File: src/rtl/fetch_unit_pkg.sv
// Shared definitions for the instruction fetch stage: FSM state encoding,
// default constants and a PC alignment helper.
package fetch_unit_pkg;

  typedef enum logic [1:0] {
    FS_REQ  = 2'd0,
    FS_WAIT = 2'd1,
    FS_HOLD = 2'd2,
    FS_DROP = 2'd3
  } fetchState_e;

  localparam logic [31:0] DEFAULT_RESET_PC = 32'h0000_0000;
  localparam logic [31:0] DEFAULT_NOP_INST = 32'h0000_0013;
  localparam logic [31:0] PC_STEP          = 32'd4;

  // Instruction addresses are word aligned, so the low two bits are dropped.
  function automatic logic [31:0] alignPc(input logic [31:0] addr);
    return {addr[31:2], 2'b00};
  endfunction

endpackage

File: src/rtl/fetch_unit_if.sv
// Instruction memory request/response channel between the fetch stage
// (master) and instruction memory (slave).
interface fetch_unit_if;

  logic        imem_req_valid;
  logic [31:0] imem_req_addr;
  logic        imem_req_ready;
  logic        imem_resp_valid;
  logic [31:0] imem_resp_data;

  modport master (
    output imem_req_valid,
    output imem_req_addr,
    input  imem_req_ready,
    input  imem_resp_valid,
    input  imem_resp_data
  );

  modport slave (
    input  imem_req_valid,
    input  imem_req_addr,
    output imem_req_ready,
    output imem_resp_valid,
    output imem_resp_data
  );

endinterface

File: src/rtl/fetch_unit_if_id_reg.sv
// IF/ID pipeline register: flush beats hold, hold beats load, and any cycle
// without a load inserts a bubble while keeping the last PC.
module if_id_reg
  import fetch_unit_pkg::*;
#(
  parameter logic [31:0] NOP_INST = DEFAULT_NOP_INST
) (
  input  logic        clk,
  input  logic        reset,
  input  logic        load_i,
  input  logic        flush_i,
  input  logic        hold_i,
  input  logic [31:0] pc_i,
  input  logic [31:0] inst_i,
  output logic        valid_o,
  output logic [31:0] pc_o,
  output logic [31:0] inst_o
);

  logic        valid_q;
  logic [31:0] pc_q;
  logic [31:0] inst_q;

  always_ff @(posedge clk) begin
    if (reset) begin
      valid_q <= 1'b0;
      pc_q    <= '0;
      inst_q  <= NOP_INST;
    end else if (flush_i) begin
      valid_q <= 1'b0;
      inst_q  <= NOP_INST;
    end else if (hold_i) begin
      valid_q <= valid_q;
      pc_q    <= pc_q;
      inst_q  <= inst_q;
    end else if (load_i) begin
      valid_q <= 1'b1;
      pc_q    <= pc_i;
      inst_q  <= inst_i;
    end else begin
      valid_q <= 1'b0;
      inst_q  <= NOP_INST;
    end
  end

  assign valid_o = valid_q;
  assign pc_o    = pc_q;
  assign inst_o  = inst_q;

endmodule

File: src/rtl/fetch_unit.sv
// Instruction fetch stage: PC register, single-outstanding-request FSM,
// stall hold buffer and the IF/ID pipeline register.
module fetch_unit
  import fetch_unit_pkg::*;
#(
  parameter logic [31:0] RESET_PC = DEFAULT_RESET_PC,
  parameter logic [31:0] NOP_INST = DEFAULT_NOP_INST
) (
  input  logic          clk,
  input  logic          reset,
  fetch_unit_if.master  imem,
  input  logic          stall,
  input  logic          redirect_valid,
  input  logic [31:0]   redirect_pc,
  output logic [31:0]   pc,
  output logic          if_id_valid,
  output logic [31:0]   if_id_pc,
  output logic [31:0]   if_id_inst
);

  fetchState_e state_q, state_d;
  logic [31:0] pc_q, pc_d;
  logic [31:0] holdBuf_q, holdBuf_d;
  logic        deliver;
  logic [31:0] deliverInst;
  logic        ifIdFlush;
  logic        ifIdHold;

  always_ff @(posedge clk) begin
    if (reset) begin
      state_q   <= FS_REQ;
      pc_q      <= RESET_PC;
      holdBuf_q <= '0;
    end else begin
      state_q   <= state_d;
      pc_q      <= pc_d;
      holdBuf_q <= holdBuf_d;
    end
  end

  // Responses outside WAIT/DROP are protocol errors and fall through untouched.
  always_comb begin
    state_d     = state_q;
    pc_d        = pc_q;
    holdBuf_d   = holdBuf_q;
    deliver     = 1'b0;
    deliverInst = '0;

    unique case (state_q)
      FS_REQ: begin
        if (imem.imem_req_ready) begin
          state_d = redirect_valid ? FS_DROP : FS_WAIT;
        end
      end
      FS_WAIT: begin
        if (imem.imem_resp_valid) begin
          if (redirect_valid) begin
            state_d = FS_REQ;
          end else if (!stall) begin
            deliver     = 1'b1;
            deliverInst = imem.imem_resp_data;
            pc_d        = pc_q + PC_STEP;
            state_d     = FS_REQ;
          end else begin
            holdBuf_d = imem.imem_resp_data;
            state_d   = FS_HOLD;
          end
        end else if (redirect_valid) begin
          state_d = FS_DROP;
        end
      end
      FS_HOLD: begin
        if (redirect_valid) begin
          holdBuf_d = '0;
          state_d   = FS_REQ;
        end else if (!stall) begin
          deliver     = 1'b1;
          deliverInst = holdBuf_q;
          holdBuf_d   = '0;
          pc_d        = pc_q + PC_STEP;
          state_d     = FS_REQ;
        end
      end
      FS_DROP: begin
        if (imem.imem_resp_valid) begin
          state_d = FS_REQ;
        end
      end
      default: begin
        state_d = FS_REQ;
      end
    endcase

    // A taken branch retargets the PC no matter which state we are in.
    if (redirect_valid) begin
      pc_d = alignPc(redirect_pc);
    end
  end

  assign ifIdFlush = redirect_valid;
  assign ifIdHold  = !redirect_valid && stall;

  assign imem.imem_req_valid = (state_q == FS_REQ);
  assign imem.imem_req_addr  = pc_q;
  assign pc                  = pc_q;

  if_id_reg #(
    .NOP_INST (NOP_INST)
  ) u_if_id_reg (
    .clk     (clk),
    .reset   (reset),
    .load_i  (deliver),
    .flush_i (ifIdFlush),
    .hold_i  (ifIdHold),
    .pc_i    (pc_q),
    .inst_i  (deliverInst),
    .valid_o (if_id_valid),
    .pc_o    (if_id_pc),
    .inst_o  (if_id_inst)
  );

endmodule
File: src/flat_wrapper.sv
// flat-port wrapper written by rule: the top's interface ports become plain ports
module fetch_unit_flat import fetch_unit_pkg::*;
#(
  parameter logic [31:0] RESET_PC = DEFAULT_RESET_PC,
  parameter logic [31:0] NOP_INST = DEFAULT_NOP_INST
)
  (clk, reset, stall, redirect_valid, redirect_pc, pc, if_id_valid, if_id_pc, if_id_inst, imem_imem_req_valid, imem_imem_req_addr, imem_imem_req_ready, imem_imem_resp_valid, imem_imem_resp_data);
  fetch_unit_if imem_i ();
  input  logic clk;
  input  logic reset;
  input  logic stall;
  input  logic redirect_valid;
  input  logic [31:0] redirect_pc;
  output logic [31:0] pc;
  output logic if_id_valid;
  output logic [31:0] if_id_pc;
  output logic [31:0] if_id_inst;
  output wire logic [$bits(imem_i.imem_req_valid)-1:0] imem_imem_req_valid;
  output wire logic [$bits(imem_i.imem_req_addr)-1:0] imem_imem_req_addr;
  input wire logic [$bits(imem_i.imem_req_ready)-1:0] imem_imem_req_ready;
  input wire logic [$bits(imem_i.imem_resp_valid)-1:0] imem_imem_resp_valid;
  input wire logic [$bits(imem_i.imem_resp_data)-1:0] imem_imem_resp_data;
  assign imem_imem_req_valid = imem_i.imem_req_valid;
  assign imem_imem_req_addr = imem_i.imem_req_addr;
  assign imem_i.imem_req_ready = imem_imem_req_ready;
  assign imem_i.imem_resp_valid = imem_imem_resp_valid;
  assign imem_i.imem_resp_data = imem_imem_resp_data;
  fetch_unit #(.RESET_PC(RESET_PC), .NOP_INST(NOP_INST)) u_core (.clk(clk), .reset(reset), .imem(imem_i), .stall(stall), .redirect_valid(redirect_valid), .redirect_pc(redirect_pc), .pc(pc), .if_id_valid(if_id_valid), .if_id_pc(if_id_pc), .if_id_inst(if_id_inst));
endmodule
File: config.mk
export PLATFORM = sky130hd
export DESIGN_NAME = fetch_unit_flat
export DESIGN_NICKNAME = d
export VERILOG_FILES = /design/src/rtl/fetch_unit_pkg.sv /design/src/rtl/fetch_unit_if.sv /design/src/rtl/fetch_unit_if_id_reg.sv /design/src/rtl/fetch_unit.sv /design/src/flat_wrapper.sv
export SDC_FILE = /design/constraint.sdc
export NUM_CORES = 1
export LEC_CHECK = 0
export BUFFER_PORTS_ARGS = -buffer_cell sky130_fd_sc_hd__buf_2
export CAP_MARGIN = 5
export CORE_ASPECT_RATIO = 0.6
export CORE_MARGIN = 2
export CORE_UTILIZATION = 44
export DETAILED_ROUTE_END_ITERATION = 10
export PLACE_DENSITY = 0.79
export RECOVER_POWER = 25
export SLEW_MARGIN = 20
export SYNTH_ARGS = -nofsm -noshare
export SYNTH_HDL_FRONTEND = slang
export SYNTH_SLANG_ARGS = --single-unit
export TNS_END_PERCENT = 30
File: constraint.sdc
create_clock -name clk -period 2.8 [get_ports clk]
set_input_delay 0.14 -clock clk [delete_from_list [all_inputs] [get_ports clk]]
set_output_delay 0.14 -clock clk [all_outputs]
set_load 0.005 [all_outputs]
=== Yosys cells after proc, flatten, opt, wreduce, memory -nomap -nowiden ===
Cells that the tools add are included.

* Reduce and logical (&&, ||, !) cells: 11
* Add/subtract/negate cells: 1
* Bitwise operators: 2
* Muxes and demuxes: 30
* Equal/unequal tests: 10

{| class="wikitable"
|+ Operators with widths
! kind !! number
|-
| 32-bit two-way mux || 12
|-
| 32-bit case mux with 2 select lines || 3
|-
| 32-bit by 3-bit adder with 32-bit output, second input constant || 1
|-
| 2-bit two-way mux || 9
|-
| 2-bit inequality test, second input constant || 4
|-
| 2-bit case mux with 4 select lines || 1
|-
| 3-bit inequality test, second input constant || 2
|-
| 5-bit AND reduction || 1
|-
| 2-bit == test, second input constant || 2
|-
| 1-bit two-way mux || 4
|-
| 2-bit AND reduction || 2
|-
| 4-bit AND reduction || 1
|-
| 3-bit AND reduction || 1
|-
| 3-bit nonzero test || 1
|-
| 2-bit by 1-bit == test with 1-bit output, second input constant || 1
|-
| 2-bit zero test || 1
|-
| 2-bit by 1-bit inequality test with 1-bit output, second input constant || 1
|-
| 1-bit inverter || 2
|-
| 1-bit case mux with 2 select lines || 1
|-
| 2-bit nonzero test || 1
|-
| 2-bit OR reduction || 1
|-
| 1-bit logical AND || 1
|-
| 1-bit zero test || 1
|}

* Logic and storage cells: 61
* Bits of input ports: 70
* Register bits: 131
* Output and inout port bits: 130

=== Depth between registers and ports, before layout ===
Gate-level depths: netlist (run 1).

* Word-level depth: 5
* Depth in mapped cells: 9
* Gate-level depth less buffers: 6

=== Modules after synthesis ===
A second synthesis (run 1) with hierarchy kept.

* Cell total of the unflattened synthesis: 800
* Area, all modules: 7036.7 um^2

{| class="wikitable"
|+ Modules (own cells, without submodules)
! module !! instances !! area each (um^2) !! seq. area each (um^2) !! cells each
|-
| fetch_unit || 1 || 4132.7 || 1281.2 || 514
|-
| if_id_reg || 1 || 2904.0 || 1301.2 || 286
|}

=== Worst setup path before layout (run 1) ===
No wires, ideal clock.

* Path kind: reg2reg
* Start: register u_core.state_q[1]
* End: register u_core.pc_q[28] (netlist: u_core.imem.imem_req_addr[28])
* Cell stages (with the launch flop): 8
* Setup slack: 0.442 ns
* Data required time: 2.709 ns
* Clock period less this slack: 2.358 ns
* Buffers on the path: 1
* Library setup time: 0.091 ns
* Arrival time: 2.267 ns
* Path through: dfxtp_1 inv_1 ha_1 mux2i_1 or4b_4 buf_6 or4_1 a311oi_1

* Word-level cells in the longest chain between the ends: 3
* Elaborated cells between the ends (all ways): 7
* Classes of those cells: eq/ne: 3; mux: 2; reduce/logical: 2

{| class="wikitable"
|+ Ends and longest elaborated chain
! item !! RTL line !! source
|-
| start, declared || fetch_unit.sv:21 || <nowiki>fetchState_e state_q, state_d;</nowiki>
|-
| start signal, assigned || fetch_unit.sv:35 || <nowiki>state_q <= state_d;</nowiki>
|-
| 2-bit == test / 2-bit by 1-bit == test with 1-bit output (equally long branches) || fetch_unit.sv:49 || <nowiki>unique case (state_q)</nowiki>
|-
| 32-bit case mux with 2 select lines, or another cell as far along || fetch_unit.sv:49 ||
|-
| 32-bit two-way mux / 2-bit AND reduction (equally long branches) || - ||
|-
| end signal, assigned || fetch_unit.sv:36 || <nowiki>pc_q <= pc_d;</nowiki>
|-
| end, declared || fetch_unit.sv:22 || <nowiki>logic [31:0] pc_q, pc_d;</nowiki>
|}

Several ways; a longest one is shown, not always the timed one.
A chain may end at the register's enable or synchronous reset.

=== Worst setup path after layout (run 1) ===
* Start: register u_core.pc_q[3] (netlist: u_core.imem.imem_req_addr[3])
* End: register u_core.pc_q[20] (netlist: u_core.imem.imem_req_addr[20])

* Word-level cells in the longest chain between the ends: 5

{| class="wikitable"
|+ Ends and longest elaborated chain
! item !! RTL line !! source
|-
| 32-bit by 3-bit adder with 32-bit output * || fetch_unit.sv:62, fetch_unit.sv:80 ||
|-
| 32-bit two-way mux * || fetch_unit.sv:59, fetch_unit.sv:76 ||
|-
| 32-bit two-way mux || fetch_unit.sv:56 || <nowiki>if (imem.imem_resp_valid) begin</nowiki>
|-
| 32-bit case mux with 2 select lines * || fetch_unit.sv:49 ||
|-
| 32-bit two-way mux * || fetch_unit.sv:95 || <nowiki>if (redirect_valid) begin</nowiki>
|}

Every way passes the cells marked *; elsewhere a longest branch is shown, timed or not. The select of a mux whose other input is x is not followed.

==> results.md, run 1 <==
* Num CTS Buffers at 17
* FF+latch area at 2540 um2
* HP Start: redirect_pc[12]
* Port bufs at 191
* Share of cells above drive strength 1 at between 20% and 30%
* CTS Sinks at 127
* Die W at 156 um
* Yosys Warn Count at 0
* Longest Clk Path Bufs at 2
* PwrDens at 810 nW/um2
* First-pass GRT wire length at 26.8 mm
* # IOs at 200
* Synth area leaders: dfxtp_1, nor2_1, mux2i_1
* Row count at 33
* Fillers at 1254
* Vias in the first global route at slightly above 5k
* Sum Neg Setup Slack at 0 ps
* Clock Latency Late Sink at 410 ps
* Cell Count, Final, Fillers Out at 1062
* Gate Count Post-Synth at 722
* Minimum clock period at 2470 ps
* WP data arrival at about 2800 ps
* Min-delay worst type: input port to flop
* RSZ-0062 raised after global routing: no
* Pwr Total at 6.22 mW
* Count leader, synth: dfxtp_1
* Asr flop ratio synth at 0%
* Worst r2r path cells at 5
* Critical path fanouts, max at 14
* 1st-iter DRT viols at roughly 480
* Area grow syn2layout at 26.0%
* Worst path required time at between 3000 and 4000 ps
* Core area at 13600 um2
* All-Layer GR Usage at ~23%
* Netlist cell types at 50
* Final hold violations at 0
* Clock root cell: clkbuf_16
* Final setup violation count at 0
* Main flop type after synthesis: dfxtp_1
* R2R Path End: u_core.imem.imem_req_addr[20]$_SDFFE_PP0P_
* Placed cell count at between 1k and 1.5k
* Seq cells post-synth at 127
* LEAKAGE at between 3 and 4 nW
* Max Cap Viol at 0
* Worst Hold End: u_core.imem.imem_req_addr[12]$_SDFFE_PP0P_
* Clock Power Share at a little under two fifths
* GR Overflow Total at 0
* Peak Freq at 404 MHz
* Top cell type's share of synthesized area at 41.7%
* Final net count at 950
* Share of power burned in registers at approximately 36%
* Adder-Cell Fraction of Synth Area at about 1.2%
* CTS tree: built
* Final Core Density at 56.6%
* Antenna Cells at 0
* Post-synth top cells: dfxtp_1, nor2_1, nand2_1
* XOR/XNOR Fraction of Synth Area at 1.15%
* Maximum vdd ir drop at 0.467 mV
* Critical path cell sequence: ha_1 -> nand2b_1 -> or4b_4 -> or4_1 -> a311oi_1
* Initial antenna violation count at 0
* Multiplexer share of the synthesized area at between 5 and 6%
* Initial Util at 44.9%
* Post-synth EDFFs at 0
* H-tree depth at 4
* Post-synthesis compound-gate area fraction at 19.2%
* Post-synthesis cell area at 6100 um2
* Area leader, netlist: dfxtp_1
* Critical path class: flop to flop
* Main combinational cell family by area after synthesis: simple AND/OR/NAND/NOR gates
* Detail Placement HPWL at 11.7 mm
* Switching Power at 1.99 mW
* DRT Wirelength at 17.1 mm
* Area of the multi-input gates at between 3000 and 4000 um2
* CP max stage cell: or4b_4
* Post-route clock period utilization at approximately nine tenths
* R2R Setup Slk at roughly 330 ps
* Syn Area/Cell at 8.44 um2
* Switching share of power at between 30 and 40%
* Die height at around 95 um
* Internal power at ~4.2 mW
* Worst r2r src: u_core.imem.imem_req_addr[3]$_SDFFE_PP0P_
* Number of vias per cell at 5.50
* DR WL/cell at 16.1 um
* Clk_skew at 13.5 ps
* Run status: finished clean
* DRC viols at 0
* Sequential area share after synthesis at 41.7%
* Largest net degree at the start of global routing at 65
* Worst-path clk slew at 60 ps
* Final Wtd Congestion at 0.787
* Critical Path Start Type: flop
* Combinational Power Share at 27.3%
* Crit path largest cell delay at 680 ps
* DIE AREA at 14800 um2
* Slew Limit Headroom at between 40% and 50%
* Max-slew violation count at 0
* Pre-antenna DRT Iters at 5
* Via count at 5836
* Min-Delay Path Depth at 3
* Worst Setup End Kind: flop
* Simple-gate portion of the synthesized area at 22.1%
* Post-route ant nets at 0
* Actual slew at the worst max-slew pin at 822 ps
* Post-CTS Setup Bufs at 0
## critical path: cells and delay by family, from the launching register on
kind	cells	cell delay, ps
simple gates	3	1400
fa+ha+maj	1	250
flops	1	470
compound gates	1	250
## state kept, by name, indices dropped and copies added, names as in the netlist
signal                      flops
u_core.holdBuf_q               32
u_core.imem.imem_req_addr      30
u_core.state_q                  2
u_core.u_if_id_reg.inst_o      32
u_core.u_if_id_reg.pc_o        30
u_core.u_if_id_reg.valid_o      1
## logic make-up (layout without fill, tap and decap cells)
family | count (synthesis) | count (layout)
simple gates | 278 | 278
fa+ha+maj | 6 | 6
buf+inv | 110 | 270
mux | 33 | 33
compound gates | 159 | 159
flops | 127 | 127
xor+xnor | 8 | 8
other cells | 1 | 6
## worst max-delay path by stage
stage / start / endpoint / cells past startpoint / slack, ps
after global placement: u_core.state_q[1]$_SDFFE_PP0P_ / u_core.imem.imem_req_addr[20]$_SDFFE_PP0P_ / 6 / 400
after floorplan: u_core.state_q[1]$_SDFFE_PP0P_ / u_core.imem.imem_req_addr[28]$_SDFFE_PP0P_ / 7 / 440
after global routing: u_core.imem.imem_req_addr[3]$_SDFFE_PP0P_ / u_core.imem.imem_req_addr[20]$_SDFFE_PP0P_ / 5 / 210
after detailed placement: u_core.state_q[1]$_SDFFE_PP0P_ / u_core.imem.imem_req_addr[22]$_SDFFE_PP0P_ / 6 / 340
final: u_core.imem.imem_req_addr[3]$_SDFFE_PP0P_ / u_core.imem.imem_req_addr[20]$_SDFFE_PP0P_ / 5 / 330
after CTS: u_core.state_q[1]$_SDFFE_PP0P_ / u_core.imem.imem_req_addr[20]$_SDFFE_PP0P_ / 6 / 330
## stage by stage
stage	hold WS (ps)	setup WS, ps	cell area [um2]
floorplan	262	442	6110
global placement	364	398	7000
detailed placement	365	343	7000
CTS	0.390	335	7730
global route	6.02	206	7680
finish	11.5	327	7680
## power groups by stage
stage	clock network [mW]	logic [mW]	registers, mW
after floorplan	0	1.24	2.24
after global placement	0	1.66	2.26
after detailed placement	0	1.69	2.27
after CTS	2.32	1.71	2.24
after global routing	2.41	1.87	2.27
final	2.28	1.70	2.24
## area by class of cell
class	count	area share, %
tap	175	2.85
multi-input combinational	490	39.5
clock buffer	17	5.54
clock inverter	15	2.41
timing repair buffer	224	15.9
sequential	127	33.1
inverter	14	0.684
## timing repair
| action | in CTS | in global routing |
|---|---|---|
| resized for setup | 0 | 0 |
| endpoints found under the hold margin | 12 | 0 |
| hold buffers | 12 | 0 |
## placed cells by master, fill, tap and decap left out, types with 5 or more instances in the layout
cell type        n
a2111oi_0        8
a211oi_1        12
a21oi_1         34
a22o_1          30
a22oi_1         31
a311oi_1        11
and4_1          10
buf_2          150
buf_4           19
clkbuf_1        40
clkbuf_16       17
clkinv_4         5
conb_1           6
dfxtp_1        127
dlygate4sd3_1   12
ha_1             5
inv_1           14
mux2i_1         33
nand2_1         78
nand3_1          6
nand4_1         10
nor2_1          94
nor2b_1         35
nor3_1           7
nor4_1           7
o21ai_0          8
o31ai_1          7
or3_1            5
or4_1            8
xnor2_1          8
## routing by layer
layer  share of wire (%)  GRT usage [%]
met4                 1.4           7.03
met3                 8.0           6.45
met1                  48           33.2
met5                   0              0
met2                  42           32.9
No activity file was read; power rests on OpenSTA's default activity.
==> inputs of run 2 (changes only) <==
--- a/config.mk
+++ b/config.mk
@@ -7,11 +7,13 @@
 export LEC_CHECK = 0
 export BUFFER_PORTS_ARGS = -buffer_cell sky130_fd_sc_hd__buf_2
 export CAP_MARGIN = 5
+export CELL_PAD_IN_SITES_DETAIL_PLACEMENT = 0
+export CELL_PAD_IN_SITES_GLOBAL_PLACEMENT = 1
 export CORE_ASPECT_RATIO = 0.6
 export CORE_MARGIN = 2
-export CORE_UTILIZATION = 44
+export CORE_UTILIZATION = 37
 export DETAILED_ROUTE_END_ITERATION = 10
-export PLACE_DENSITY = 0.79
+export PLACE_DENSITY = 0.88
 export RECOVER_POWER = 25
 export SLEW_MARGIN = 20
 export SYNTH_ARGS = -nofsm -noshare
==> run 2 against run 1 <==
  * First-iteration DRC count decreased by 42%
  * Routed wire length grew 2.1%
  * Hold slack about the same
  * Power decreased by 2.2%
  * Register-to-register slack worse by 20 ps
  * Global-route usage is 3.2 points lower
  * Die area is 18% higher
  * Core utilization down 9.2 points
  * Clock power down 6%
  * Clock skew about the same
  * Sequential power barely moved
  * Critical endpoint is now u_core.imem.imem_req_addr[28]$_SDFFE_PP0P_
  * Largest power group is now registers
  * Highest routed layer unchanged
==> results.md, run 2 (synthesis gave the netlist of run 1 again) <==
* Run status: finished clean
* RSZ-0062 raised after global routing: no
* Finished layout cell area at 7660 um2
* Maximum vdd ir drop at between 0.5 and 0.6 mV
* WP data arrival at 2790 ps
* Critical path fanouts, max at 15
* Min-delay worst type: input port to flop
* DIE AREA at 17600 um2
* Detail Placement HPWL at approximately 12 mm
* Area grow syn2layout at 25.7%
* Row count at 36
* Switching Power at between 1.5 and 2 mW
* CTS tree: built
* Final net count at roughly 950
* Num CTS Buffers at 17
* Final hold violations at 0
* Worst Setup End Kind: flop
* Final Core Density at 47.4%
* Most common cell after layout, fill and taps aside: buf_2
* Fillers at 1626
* Combinational Power Share at 28.0%
* Initial antenna violation count at 0
* Actual slew at the worst max-slew pin at around 790 ps
* Clock Latency Late Sink at 410 ps
* Post-route ant nets at 0
* DRC viols at 0
* Critical Path Start Type: flop
* 1st-iter DRT viols at 277
* Clk_skew at between 10 and 15 ps
* PwrDens at 793 nW/um2
* Peak Freq at 402 MHz
* DR WL/cell at 16.0 um
* Largest net degree at the start of global routing at 73
* Initial Util at 37.7%
* Max-slew violation count at 0
* Die W at 170 um
* Clock Power Share at between 30% and 40%
* LEAKAGE at 3.06 nW
* Final setup violation count at 0
* Final Wtd Congestion at 0.821
* # IOs at 200
* Switching share of power at 32.3%
* Core area at 16200 um2
* Share of cells above drive strength 1 at 24.0%
* Worst path required time at 3100 ps
* First-pass GRT wire length at roughly 27 mm
* Internal power at between 4 and 5 mW
* Via count at 5700
* Post-route clock period utilization at 88.9%
* Most frequent cells in the layout: buf_2, dfxtp_1, nor2_1, nand2_1, clkbuf_1
* Number of vias per cell at 5.22
* Slew Limit Headroom at a little under half
* Share of power burned in registers at 36.7%
* Worst-path clk slew at about 60 ps
* GR Overflow Total at 0
* Max Cap Viol at 0
* Sum Neg Setup Slack at 0 ps
* Die height at ~100 um
* Port bufs at 191
* DRT Wirelength at 17.5 mm
* Clock root cell: clkbuf_16
* Critical path class: flop to flop
* R2R Setup Slk at 310 ps
* Vias in the first global route at approximately 5.1k
* All-Layer GR Usage at between 10% and 20%
* Pre-antenna DRT Iters at 5
* Minimum clock period at approximately 2500 ps
* Dpl cell area at 7050 um2
* Longest Clk Path Bufs at 2
* H-tree depth at 4
* CTS Sinks at approximately 130
run 2: final cells by class:
| class | instances | area, um2 | area share, % |
|---|---|---|---|
| inverter | 14 | 52.6 | 0.686 |
| antenna | 1 | 2.50 | 0.0327 |
| tap | 209 | 262 | 3.41 |
| sequential | 127 | 2540 | 33.2 |
| multi-input combinational | 490 | 3040 | 39.7 |
| timing repair buffer | 221 | 1190 | 15.6 |
| clock inverter | 13 | 144 | 1.88 |
| clock buffer | 17 | 425 | 5.55 |
run 2: power groups by stage:
stage	Clock [mW]	Combinational, mW	Sequential, mW
6_report	2.15	1.70	2.23
5_1_grt	2.28	1.88	2.26
4_1_cts	2.19	1.71	2.23
3_5_place_dp	0	1.70	2.27
3_3_place_gp	0	1.68	2.26
2_1_floorplan	0	1.24	2.24
run 2: stage by stage:
stage | total power, mW | hold slack, ps | setup WS, ps | std cells
3_5_place_dp | 3.96 | 363 | 318 | 1052
6_report | 6.08 | 11.8 | 312 | 1092
2_1_floorplan | 3.48 | 262 | 442 | 727
5_1_grt | 6.42 | 17.1 | 125 | 1091
3_3_place_gp | 3.93 | 363 | 374 | 1052
4_1_cts | 6.13 | 0.484 | 302 | 1091
run 2: worst paths after layout:
path / from / end / cells after the start
max: u_core.state_q[1]$_SDFFE_PP0P_ / u_core.imem.imem_req_addr[28]$_SDFFE_PP0P_ / 6
min: redirect_pc[10] / u_core.imem.imem_req_addr[10]$_SDFFE_PP0P_ / 3
max reg2reg: u_core.state_q[1]$_SDFFE_PP0P_ / u_core.imem.imem_req_addr[28]$_SDFFE_PP0P_ / 6
min reg2reg: u_core.u_if_id_reg.pc_o[17]$_SDFFE_PP0P_ / u_core.u_if_id_reg.pc_o[17]$_SDFFE_PP0P_ / 2
run 2: what timing repair did:
item / CTS / global route
hold buffers: 9 / 0
gates resized for setup: 0 / 0
endpoints found under the hold margin: 9 / 0
buffers inserted: 0 / 0
run 2: worst max-delay path: stages, from the launching register on:
cell      delay, ps
dfxtp_1         390
inv_1           100
ha_1            290
mux2i_1         180
or4b_4          670
or4_1           490
a311oi_1        270
run 2: routing by layer:
metal / share of wire [%] / vias up / track usage [%]
met1: 53 / 2676 / 30.3
met3: 6.8 / 7 / 4.30
li1: - / 2824 / -
met2: 40 / 193 / 27.7
met5: 0 / - / 0
met4: 0.58 / 0 / 4.47
==> inputs of run 3 (changes only) <==
--- a/config.mk
+++ b/config.mk
@@ -7,13 +7,11 @@
 export LEC_CHECK = 0
 export BUFFER_PORTS_ARGS = -buffer_cell sky130_fd_sc_hd__buf_2
 export CAP_MARGIN = 5
-export CELL_PAD_IN_SITES_DETAIL_PLACEMENT = 0
-export CELL_PAD_IN_SITES_GLOBAL_PLACEMENT = 1
 export CORE_ASPECT_RATIO = 0.6
 export CORE_MARGIN = 2
-export CORE_UTILIZATION = 37
+export CORE_UTILIZATION = 44
 export DETAILED_ROUTE_END_ITERATION = 10
-export PLACE_DENSITY = 0.88
+export PLACE_DENSITY = 0.71
 export RECOVER_POWER = 25
 export SLEW_MARGIN = 20
 export SYNTH_ARGS = -nofsm -noshare
==> run 3 against run 2 <==
  * Power is 3.9% higher
  * Sequential power about the same
  * Final area increased by 1.5%
  * Sequential share of layout area decreased by 0.48 points
  * Clock power is 11% higher
  * Routed wire length down 2.6%
  * Highest routed layer unchanged
  * Combinational power barely moved
  * First-iteration DRC count up 39%
  * Critical endpoint is now u_core.imem.imem_req_addr[20]$_SDFFE_PP0P_
==> results.md, run 3 (synthesis gave the netlist of run 1 again) <==
* Final Wtd Congestion at 0.835
* Pre-antenna DRT Iters at 5
* Final net count at 959
* PwrDens at 813 nW/um2
* Post-Place Worst Slack at 330 ps
* DIE AREA at around 15000 um2
* CTS Sinks at 127
* Clk_skew at around 11 ps
* Row count at 33
* Die height at 95.2 um
* Setup ws final at 340 ps
* Post-CTS Setup Bufs at 0
* Critical path fanouts, max at 14
* Peak Freq at 407 MHz
* Longest Clk Path Bufs at 2
* Most common cell after layout, fill and taps aside: buf_2
* Share of cells above drive strength 1 at around a quarter
* Num CTS Buffers at 17
* Port bufs at ~190
* Worst hold margin at 16.7 ps
* Min-delay worst type: input port to flop
* Number of vias per cell at 5.44
* Most frequent cells in the layout: buf_2, dfxtp_1, nor2_1, nand2_1, clkbuf_1
* Post-route ant nets at 0
* Final Core Density at 57.2%
* Area grow syn2layout at 27.5%
* Max-slew violation count at 0
* Placed cell count at around 1.0k
* GR Overflow Total at 0
* Critical path startpoint: u_core.state_q[1]$_SDFFE_PP0P_
* Sum Neg Setup Slack at 0 ps
* Cell Count, Final, Fillers Out at 1071
* Initial Util at 44.9%
* Run status: finished clean
* All-Layer GR Usage at 22.8%
* Initial antenna violation count at 0
* Critical path class: flop to flop
* 1st-iter DRT viols at 386
* Worst r2r src: u_core.state_q[1]$_SDFFE_PP0P_
* First-pass GRT wire length at 26.6 mm
* Antenna Cells at 0
* Detail Placement HPWL at 11.5 mm
* # IOs at 200
* LEAKAGE at 3.15 nW
* Die W at around 160 um
* PostCTS Resize Cnt at 0
* Worst Setup End Kind: flop
* Worst path required time at 3120 ps
* Pwr Total at 6.32 mW
* WP data arrival at 2780 ps
* DRC viols at 0
* Vias in the first global route at 5032
* Post-route clock period utilization at 87.8%
* Finished layout cell area at 7770 um2
* Actual slew at the worst max-slew pin at 620 ps
* Largest net degree at the start of global routing at 45
* Critical Path Start Type: flop
* Final setup violation count at 0
* H-tree depth at 4
* Via count at 5829
* R2R Setup Slk at roughly 340 ps
* Clock root cell: clkbuf_16
* Final hold violations at 0
* Maximum vdd ir drop at 0.475 mV
* Max Cap Viol at 0
* CTS tree: built
* Core area at roughly 14000 um2
* DR WL/cell at 15.9 um
* RSZ-0062 raised after global routing: no
* Slew Limit Headroom at between 50% and 60%
* HP Start: redirect_pc[3]
* Dpl cell area at 6980 um2
* Clock Latency Late Sink at about 420 ps
* Worst-path clk slew at around 60 ps
* Minimum clock period at 2460 ps
* DRT Wirelength at approximately 17 mm
## run 3: timing repair
| item | CTS | global route |
|---|---|---|
| setup endpoints to repair | 0 | 0 |
| hold endpoints to repair | 21 | 0 |
| hold buffers | 21 | 0 |
## run 3: area by class of cell
class                   instances  area (um2)
clock buffers                  18         429
clock inverters                14         205
fillers                      1274        5810
inverters                      14        52.6
multi-input cells             490        3030
flip-flops and latches        127        2540
well taps                     175         219
repair buffers                233        1290
## run 3: critical path, stage by stage (launching register included)
cell      delay, ps
dfxtp_1         390
inv_1           100
ha_1            280
mux2i_1         170
or4b_4          650
or4_1           530
a311oi_1        240
## run 3: final timing paths
path | end | depth (start not counted)
setup reg to reg | u_core.imem.imem_req_addr[20]$_SDFFE_PP0P_ | 6
hold / removal | u_core.imem.imem_req_addr[3]$_SDFFE_PP0P_ | 3
hold reg to reg | u_core.u_if_id_reg.pc_o[6]$_SDFFE_PP0P_ | 2
setup / recovery | u_core.imem.imem_req_addr[20]$_SDFFE_PP0P_ | 6
## run 3: power by group
part	switching, mW	total (mW)	internal [mW]
clock network	0.878	2.39	1.51
logic	0.940	1.69	0.750
registers	0.180	2.24	2.06
## run 3: routing by layer
metal,global-route usage [%],wire length (um),up-vias
met5,0,0,-
met4,6.19,106,0
met3,4.86,1120,8
met2,33.8,7280,217
met1,33.4,8510,2744
li1,-,-,2860
